**src/rtl/dbus_demux_if.sv**
```systemverilog
// Bundle of host-side and slave-side signals around the data-bus demultiplexer.
// The slave modport is the demux view; master is the environment driving it.
interface dbus_demux_if #(
    parameter int NUM_SLAVES = 2
) ();
    logic                       data_req_i;
    logic                       data_gnt_o;
    logic                       data_rvalid_o;
    logic                       data_we_i;
    logic [3:0]                 data_be_i;
    logic [31:0]                data_addr_i;
    logic [31:0]                data_wdata_i;
    logic [31:0]                data_rdata_o;
    logic                       data_err_o;
    logic [NUM_SLAVES-1:0]      s_req_o;
    logic [NUM_SLAVES-1:0]      s_gnt_i;
    logic [NUM_SLAVES-1:0]      s_rvalid_i;
    logic                       s_we_o;
    logic [3:0]                 s_be_o;
    logic [31:0]                s_addr_o;
    logic [31:0]                s_wdata_o;
    logic [NUM_SLAVES*32-1:0]   s_rdata_i;
    logic [NUM_SLAVES-1:0]      s_err_i;
    logic                       err_flag_o;
    logic [31:0]                err_addr_o;

    modport slave (
        input  data_req_i, data_we_i, data_be_i, data_addr_i, data_wdata_i,
        input  s_gnt_i, s_rvalid_i, s_rdata_i, s_err_i,
        output data_gnt_o, data_rvalid_o, data_rdata_o, data_err_o,
        output s_req_o, s_we_o, s_be_o, s_addr_o, s_wdata_o,
        output err_flag_o, err_addr_o
    );

    modport master (
        output data_req_i, data_we_i, data_be_i, data_addr_i, data_wdata_i,
        output s_gnt_i, s_rvalid_i, s_rdata_i, s_err_i,
        input  data_gnt_o, data_rvalid_o, data_rdata_o, data_err_o,
        input  s_req_o, s_we_o, s_be_o, s_addr_o, s_wdata_o,
        input  err_flag_o, err_addr_o
    );
endinterface

```
**src/rtl/dbus_demux.sv**
```systemverilog
// Data-bus demultiplexer: address decode to N slaves, in-order pipelined responses,
// internal bus-error responder. Define DBUS_DEMUX_ERR_LOG_EN to capture the first miss.
module dbus_demux #(
    parameter int                       NUM_SLAVES      = 2,
    parameter logic [NUM_SLAVES*32-1:0] SLAVE_BASE      = {32'h0000_1000, 32'h0000_0000},
    parameter logic [NUM_SLAVES*32-1:0] SLAVE_MASK      = {32'hFFFF_F000, 32'hFFFF_F000},
    parameter int                       MAX_OUTSTANDING = 2
) (
    input  logic          clk,
    input  logic          rst,
    dbus_demux_if.slave   bus
);
    localparam int TGT_W = $clog2(NUM_SLAVES + 1);
    localparam int CNT_W = $clog2(MAX_OUTSTANDING + 1);
    localparam logic [TGT_W-1:0] ERR_TGT = TGT_W'(NUM_SLAVES);
    localparam logic [CNT_W-1:0] CNT_MAX = CNT_W'(MAX_OUTSTANDING);

    logic [CNT_W-1:0]      cnt_q, cnt_d;
    logic [TGT_W-1:0]      cur_tgt_q, cur_tgt_d;
    logic                  err_rvalid_q, err_rvalid_d;

    logic [TGT_W-1:0]      sel;
    logic                  can_issue, slv_gnt, gnt, hs;
    logic [NUM_SLAVES-1:0] s_req;
    logic                  slv_rvalid, slv_err, resp;
    logic [31:0]           slv_rdata;

    // Lowest-index hit wins; no hit routes to the error responder.
    always_comb begin
        sel = ERR_TGT;
        for (int i = NUM_SLAVES - 1; i >= 0; i--) begin
            if ((bus.data_addr_i & SLAVE_MASK[i*32 +: 32]) == SLAVE_BASE[i*32 +: 32])
                sel = TGT_W'(i);
        end
    end

    // Switching targets waits for a full drain so responses cannot reorder.
    always_comb begin
        can_issue = (cnt_q == '0) || ((sel == cur_tgt_q) && (cnt_q < CNT_MAX));
        slv_gnt   = 1'b0;
        s_req     = '0;
        for (int i = 0; i < NUM_SLAVES; i++) begin
            if (sel == TGT_W'(i)) begin
                slv_gnt  = bus.s_gnt_i[i];
                s_req[i] = bus.data_req_i && can_issue;
            end
        end
        gnt = can_issue && bus.data_req_i && ((sel == ERR_TGT) ? 1'b1 : slv_gnt);
        hs  = bus.data_req_i && gnt;
    end

    always_comb begin
        slv_rvalid = 1'b0;
        slv_rdata  = '0;
        slv_err    = 1'b0;
        for (int i = 0; i < NUM_SLAVES; i++) begin
            if (cur_tgt_q == TGT_W'(i)) begin
                slv_rvalid = bus.s_rvalid_i[i];
                slv_rdata  = bus.s_rdata_i[i*32 +: 32];
                slv_err    = bus.s_err_i[i];
            end
        end
        resp = (cnt_q != '0) && ((cur_tgt_q == ERR_TGT) ? err_rvalid_q : slv_rvalid);
    end

    always_comb begin
        cnt_d = cnt_q;
        if (hs && !resp)
            cnt_d = cnt_q + CNT_W'(1);
        else if (!hs && resp)
            cnt_d = cnt_q - CNT_W'(1);
        cur_tgt_d    = hs ? sel : cur_tgt_q;
        err_rvalid_d = hs && (sel == ERR_TGT);
    end

    always_ff @(posedge clk) begin
        if (!rst) begin
            cnt_q        <= '0;
            cur_tgt_q    <= '0;
            err_rvalid_q <= 1'b0;
        end else begin
            cnt_q        <= cnt_d;
            cur_tgt_q    <= cur_tgt_d;
            err_rvalid_q <= err_rvalid_d;
        end
    end

    assign bus.data_gnt_o    = gnt;
    assign bus.s_req_o       = s_req;
    assign bus.data_rvalid_o = resp;
    assign bus.data_rdata_o  = (resp && (cur_tgt_q != ERR_TGT)) ? slv_rdata : 32'h0;
    assign bus.data_err_o    = resp && ((cur_tgt_q == ERR_TGT) || slv_err);
    assign bus.s_we_o        = bus.data_we_i;
    assign bus.s_be_o        = bus.data_be_i;
    assign bus.s_addr_o      = bus.data_addr_i;
    assign bus.s_wdata_o     = bus.data_wdata_i;

`ifdef DBUS_DEMUX_ERR_LOG_EN
    logic        err_flag_q, err_flag_d;
    logic [31:0] err_addr_q, err_addr_d;

    // Only the first miss after reset is recorded.
    always_comb begin
        err_flag_d = err_flag_q;
        err_addr_d = err_addr_q;
        if (hs && (sel == ERR_TGT) && !err_flag_q) begin
            err_flag_d = 1'b1;
            err_addr_d = bus.data_addr_i;
        end
    end

    always_ff @(posedge clk) begin
        if (!rst) begin
            err_flag_q <= 1'b0;
            err_addr_q <= '0;
        end else begin
            err_flag_q <= err_flag_d;
            err_addr_q <= err_addr_d;
        end
    end

    assign bus.err_flag_o = err_flag_q;
    assign bus.err_addr_o = err_addr_q;
`else
    assign bus.err_flag_o = 1'b0;
    assign bus.err_addr_o = 32'h0;
`endif
endmodule

```
**src/flat_wrapper.sv**
```systemverilog
// flat-port wrapper written by rule: the top's interface ports become plain ports
module dbus_demux_flat 
#(
    parameter int                       NUM_SLAVES      = 2,
    parameter logic [NUM_SLAVES*32-1:0] SLAVE_BASE      = {32'h0000_1000, 32'h0000_0000},
    parameter logic [NUM_SLAVES*32-1:0] SLAVE_MASK      = {32'hFFFF_F000, 32'hFFFF_F000},
    parameter int                       MAX_OUTSTANDING = 2
)
  (clk, rst, bus_data_req_i, bus_data_we_i, bus_data_be_i, bus_data_addr_i, bus_data_wdata_i, bus_s_gnt_i, bus_s_rvalid_i, bus_s_rdata_i, bus_s_err_i, bus_data_gnt_o, bus_data_rvalid_o, bus_data_rdata_o, bus_data_err_o, bus_s_req_o, bus_s_we_o, bus_s_be_o, bus_s_addr_o, bus_s_wdata_o, bus_err_flag_o, bus_err_addr_o);
  dbus_demux_if #(.NUM_SLAVES(NUM_SLAVES)) bus_i ();
  input  logic clk;
  input  logic rst;
  input wire logic [$bits(bus_i.data_req_i)-1:0] bus_data_req_i;
  input wire logic [$bits(bus_i.data_we_i)-1:0] bus_data_we_i;
  input wire logic [$bits(bus_i.data_be_i)-1:0] bus_data_be_i;
  input wire logic [$bits(bus_i.data_addr_i)-1:0] bus_data_addr_i;
  input wire logic [$bits(bus_i.data_wdata_i)-1:0] bus_data_wdata_i;
  input wire logic [$bits(bus_i.s_gnt_i)-1:0] bus_s_gnt_i;
  input wire logic [$bits(bus_i.s_rvalid_i)-1:0] bus_s_rvalid_i;
  input wire logic [$bits(bus_i.s_rdata_i)-1:0] bus_s_rdata_i;
  input wire logic [$bits(bus_i.s_err_i)-1:0] bus_s_err_i;
  output wire logic [$bits(bus_i.data_gnt_o)-1:0] bus_data_gnt_o;
  output wire logic [$bits(bus_i.data_rvalid_o)-1:0] bus_data_rvalid_o;
  output wire logic [$bits(bus_i.data_rdata_o)-1:0] bus_data_rdata_o;
  output wire logic [$bits(bus_i.data_err_o)-1:0] bus_data_err_o;
  output wire logic [$bits(bus_i.s_req_o)-1:0] bus_s_req_o;
  output wire logic [$bits(bus_i.s_we_o)-1:0] bus_s_we_o;
  output wire logic [$bits(bus_i.s_be_o)-1:0] bus_s_be_o;
  output wire logic [$bits(bus_i.s_addr_o)-1:0] bus_s_addr_o;
  output wire logic [$bits(bus_i.s_wdata_o)-1:0] bus_s_wdata_o;
  output wire logic [$bits(bus_i.err_flag_o)-1:0] bus_err_flag_o;
  output wire logic [$bits(bus_i.err_addr_o)-1:0] bus_err_addr_o;
  assign bus_i.data_req_i = bus_data_req_i;
  assign bus_i.data_we_i = bus_data_we_i;
  assign bus_i.data_be_i = bus_data_be_i;
  assign bus_i.data_addr_i = bus_data_addr_i;
  assign bus_i.data_wdata_i = bus_data_wdata_i;
  assign bus_i.s_gnt_i = bus_s_gnt_i;
  assign bus_i.s_rvalid_i = bus_s_rvalid_i;
  assign bus_i.s_rdata_i = bus_s_rdata_i;
  assign bus_i.s_err_i = bus_s_err_i;
  assign bus_data_gnt_o = bus_i.data_gnt_o;
  assign bus_data_rvalid_o = bus_i.data_rvalid_o;
  assign bus_data_rdata_o = bus_i.data_rdata_o;
  assign bus_data_err_o = bus_i.data_err_o;
  assign bus_s_req_o = bus_i.s_req_o;
  assign bus_s_we_o = bus_i.s_we_o;
  assign bus_s_be_o = bus_i.s_be_o;
  assign bus_s_addr_o = bus_i.s_addr_o;
  assign bus_s_wdata_o = bus_i.s_wdata_o;
  assign bus_err_flag_o = bus_i.err_flag_o;
  assign bus_err_addr_o = bus_i.err_addr_o;
  dbus_demux #(.NUM_SLAVES(NUM_SLAVES), .SLAVE_BASE(SLAVE_BASE), .SLAVE_MASK(SLAVE_MASK), .MAX_OUTSTANDING(MAX_OUTSTANDING)) u_core (.clk(clk), .rst(rst), .bus(bus_i));
endmodule
```
**config.mk**
```make
export PLATFORM = sky130hd
export DESIGN_NAME = dbus_demux_flat
export DESIGN_NICKNAME = d
export VERILOG_FILES = /design/src/rtl/dbus_demux_if.sv /design/src/rtl/dbus_demux.sv /design/src/flat_wrapper.sv
export SDC_FILE = /design/constraint.sdc
export NUM_CORES = 1
export LEC_CHECK = 0
export CAP_MARGIN = 5
export CORE_AREA = 4 4 107 109
export DETAILED_ROUTE_END_ITERATION = 7
export DIE_AREA = 0 0 111 113
export GPL_TIMING_DRIVEN = 0
export PLACE_DENSITY = 0.73
export SLEW_MARGIN = 0
export SYNTH_ARGS = -nofsm -noshare
export SYNTH_HDL_FRONTEND = slang
export SYNTH_SLANG_ARGS = --single-unit
```
**constraint.sdc**
```tcl
create_clock -name clk -period 3.15 [get_ports clk]
set_clock_uncertainty 0.05 [all_clocks]
set_input_delay 0.63 -clock clk [delete_from_list [all_inputs] [get_ports clk]]
set_output_delay 0.63 -clock clk [all_outputs]
set_load 0.01 [all_outputs]
```
==> metrics.cfg <==
[routing]
drt-met1-wl_microns = 2940
route.detailed.drc = 0
top_layer = met4
drt_iter0_markers = 57
detail-route-antenna-nets = 0
routed_wl_microns = 8190
route.met3.wl_microns = 822
dr.pass1.iters = 4
viasPerCell = 3.75
dr_wl_met2_microns = 4370
vias = 2320
post_drt_wl_per_cell_microns = 13.2

[yosys]
synthXorXnorAreaFrac_pct = 1.50
synth_common_cells = buf_4 (102), nor2_1 (40), mux2i_1 (34)
synth_area_per_cell_sq_um = 7.19
yosys_register_bits = 5
yosysTopAreaCell = buf_4
muxShareOfSynthArea_pct = 19.5
synthDominantCellAreaShare_pct = 43.8
synth-simple-area-share_pct = 18.1
async_flop_share_pct = 0
ys_seq_area_share_pct = 5.73
synth.area.top_cells = buf_4 (44%), mux2i_1 (19%), nor2_1 (8.6%), dfxtp_1 (5.7%), or4_4 (1.9%)
synthAdderAreaFrac_pct = 0.716
yosys_warnings = 0
mappedNetlistArea_sq_um = 1750
netlist-cell-type-count = 35
synth_flop_cell = dfxtp_1
synth-compound-area-share_pct = 6.95
yosysMostFrequentCell = buf_4
synth_top_family_by_area = buffers and inverters
synth_edf_count = 0
synth_cells = 243

[global_route]
grt_max_degree = 11
antenna_found_initial = 0
grt_usage_pct = 11.4
grt_pass1_wl_microns = 11800
grt_pass1_vias = 2427
grt_overflow = 0

[place]
place_ws_ns = -0.562
port_buffers = 197
dpl.hpwl_microns = 7200
gp_congestion = 0.833

[sta]
max_clock_freq_mhz = 325
layout_min_cycle_time_ns = 3.08
fin_setup_tns_ns = 0
slew_violations = 0
finalHoldViolCount = 0
setup_viol = 0
setup_slack_ns = 0.0684
fin_crit_sh_pct = 97.8
worstMarginPinSlew_ns = 0.680
maxSlewHeadroom_pct = 54.6
whs_ns = 0.501
grt_setup_unrepaired = no

[hold_path]
min_path_type = reg -> reg
min-delay-start = u_core.cnt_q[1]

[floorplan]
initial_core_util_pct = 16.5
placementRows = 38
core-area_sq_um = 10600
die_area_sq_um = 12500
fp.dieW_microns = 111
num_io_pins = 281
fp.dieH_microns = 113

[critical_path]
cp-startpoint = bus_data_addr_i[24]
end_kind = output port
crit_required_ns = 2.47
arrival_ns = 2.40
timing.rr.start = u_core.cur_tgt_q[0]
path_class = in -> out
worstPathMaxFanout = 5
start_kind = input port

[run]
cap_violations = 0

[cells_and_area]
area_delta_synth_final_pct = 141
antenna_cells = 0
fin_nets = 623
drive_gt1_share_pct = 27.6
fill_cells = 1063

[cts]
clkSinkCount = 5
path_clk_slew_ns = 0.04
cts_max_path_buffers = 2
htreeDepth = 1
cts-hold-fix-buffers = 0
cts_tree = built
clk_latency_ns = 0.22
numCtsBuffers = 3
cts_root_buf = clkbuf_8

[power_and_ir_drop]
power_density_nw_per_um2 = 246
p_leak_uw = 0.00226
peakVddDrop_v = 0.0000988
power_uw = 1030

[run_status]
status = complete, no violations

==> registers in the layout (all words and copies together), names as in the netlist <==
register / count
u_core.cnt_q: 2
u_core.err_rvalid_q: 1
u_core.cur_tgt_q: 2
==> routing by layer <==
| metal | track usage (%) | vias up |
|---|---|---|
| li1 | - | 1145 |
| met3 | 3.21 | 7 |
| met2 | 22.0 | 159 |
| met4 | 1.97 | 0 |
| met1 | 12.5 | 1009 |
| met5 | 0 | - |
==> path summary, 6_finish.rpt <==
path	cells past startpoint	slack, ns	end
worst min register to register	2	0.50	u_core.cnt_q[1]
worst max register to register	8	0.74	u_core.cnt_q[1]
worst min-delay path	2	0.50	u_core.cnt_q[1]
worst max-delay path	6	0.07	bus_data_gnt_o
==> cell families (layout without fill, tap and decap cells) <==
group                    count (synthesis)  in the layout
multiplexers                            34             34
AO/OA/AOI/OAI                           18             18
XOR/XNOR                                 3              3
buffers and inverters                  118            322
flip-flops                               5              5
AND/OR/NAND/NOR                         63             63
adder cells (fa/ha/maj)                  1              1
other                                    1             33
==> final cells by class <==
type | count | area [sq um] | area share, %
repair buffers | 201 | 2050 | 48.8
flip-flops and latches | 5 | 100 | 2.38
well taps | 140 | 175 | 4.16
multi-input cells | 152 | 997 | 23.7
plain buffers | 112 | 818 | 19.5
inverters | 5 | 18.8 | 0.446
clock buffers | 4 | 45.0 | 1.07
==> power by group <==
| group | switching (uW) | internal [uW] |
|---|---|---|
| Sequential | 12.5 | 81.2 |
| Combinational | 348 | 471 |
| Clock | 33.9 | 87.1 |
| Total | 395 | 639 |
==> layout by cell type, fill, tap and decap left out, types with 2 or more instances in the layout <==
master,Yosys,layout
dlymetal6s2s_1,0,31
mux2i_1,34,34
nor2_1,40,39
nand2_1,4,4
o21ai_1,2,2
dlygate4sd2_1,0,10
clkbuf_1,6,3
a211oi_1,2,2
inv_1,5,5
buf_1,4,2
or3_4,0,2
nand2b_1,2,2
nor3_2,1,2
clkdlybuf4s50_1,0,153
o21ai_0,2,2
buf_4,102,107
conb_1,1,33
clkbuf_4,0,2
dfxtp_1,5,5
clkbuf_8,0,3
a21oi_1,3,3
or4_4,3,5
xor2_1,3,3
buf_2,1,5
==> critical path, stage by stage <==
cell             delay, ns
clkdlybuf4s50_1       0.42
or4_4                 0.55
nor2_2                0.24
nand2_1               0.13
a311oi_1              0.25
buf_2                 0.18
==> stage by stage <==
step / util (%) / std cells / instance area (sq um)
floorplan: - / 275 / 1870
global placement: 37.9 / 612 / 4010
detailed placement: 37.9 / 612 / 4010
CTS: 38.7 / 618 / 4110
global route: 39.7 / 619 / 4210
finish: 39.7 / 619 / 4210
==> timing repair <==
action,4_1_cts,5_1_grt
pin swaps,5,8
resized for setup,40,36
buffers inserted,3,1
setup endpoints to repair,34,28
No activity file was read; power rests on OpenSTA's default activity.
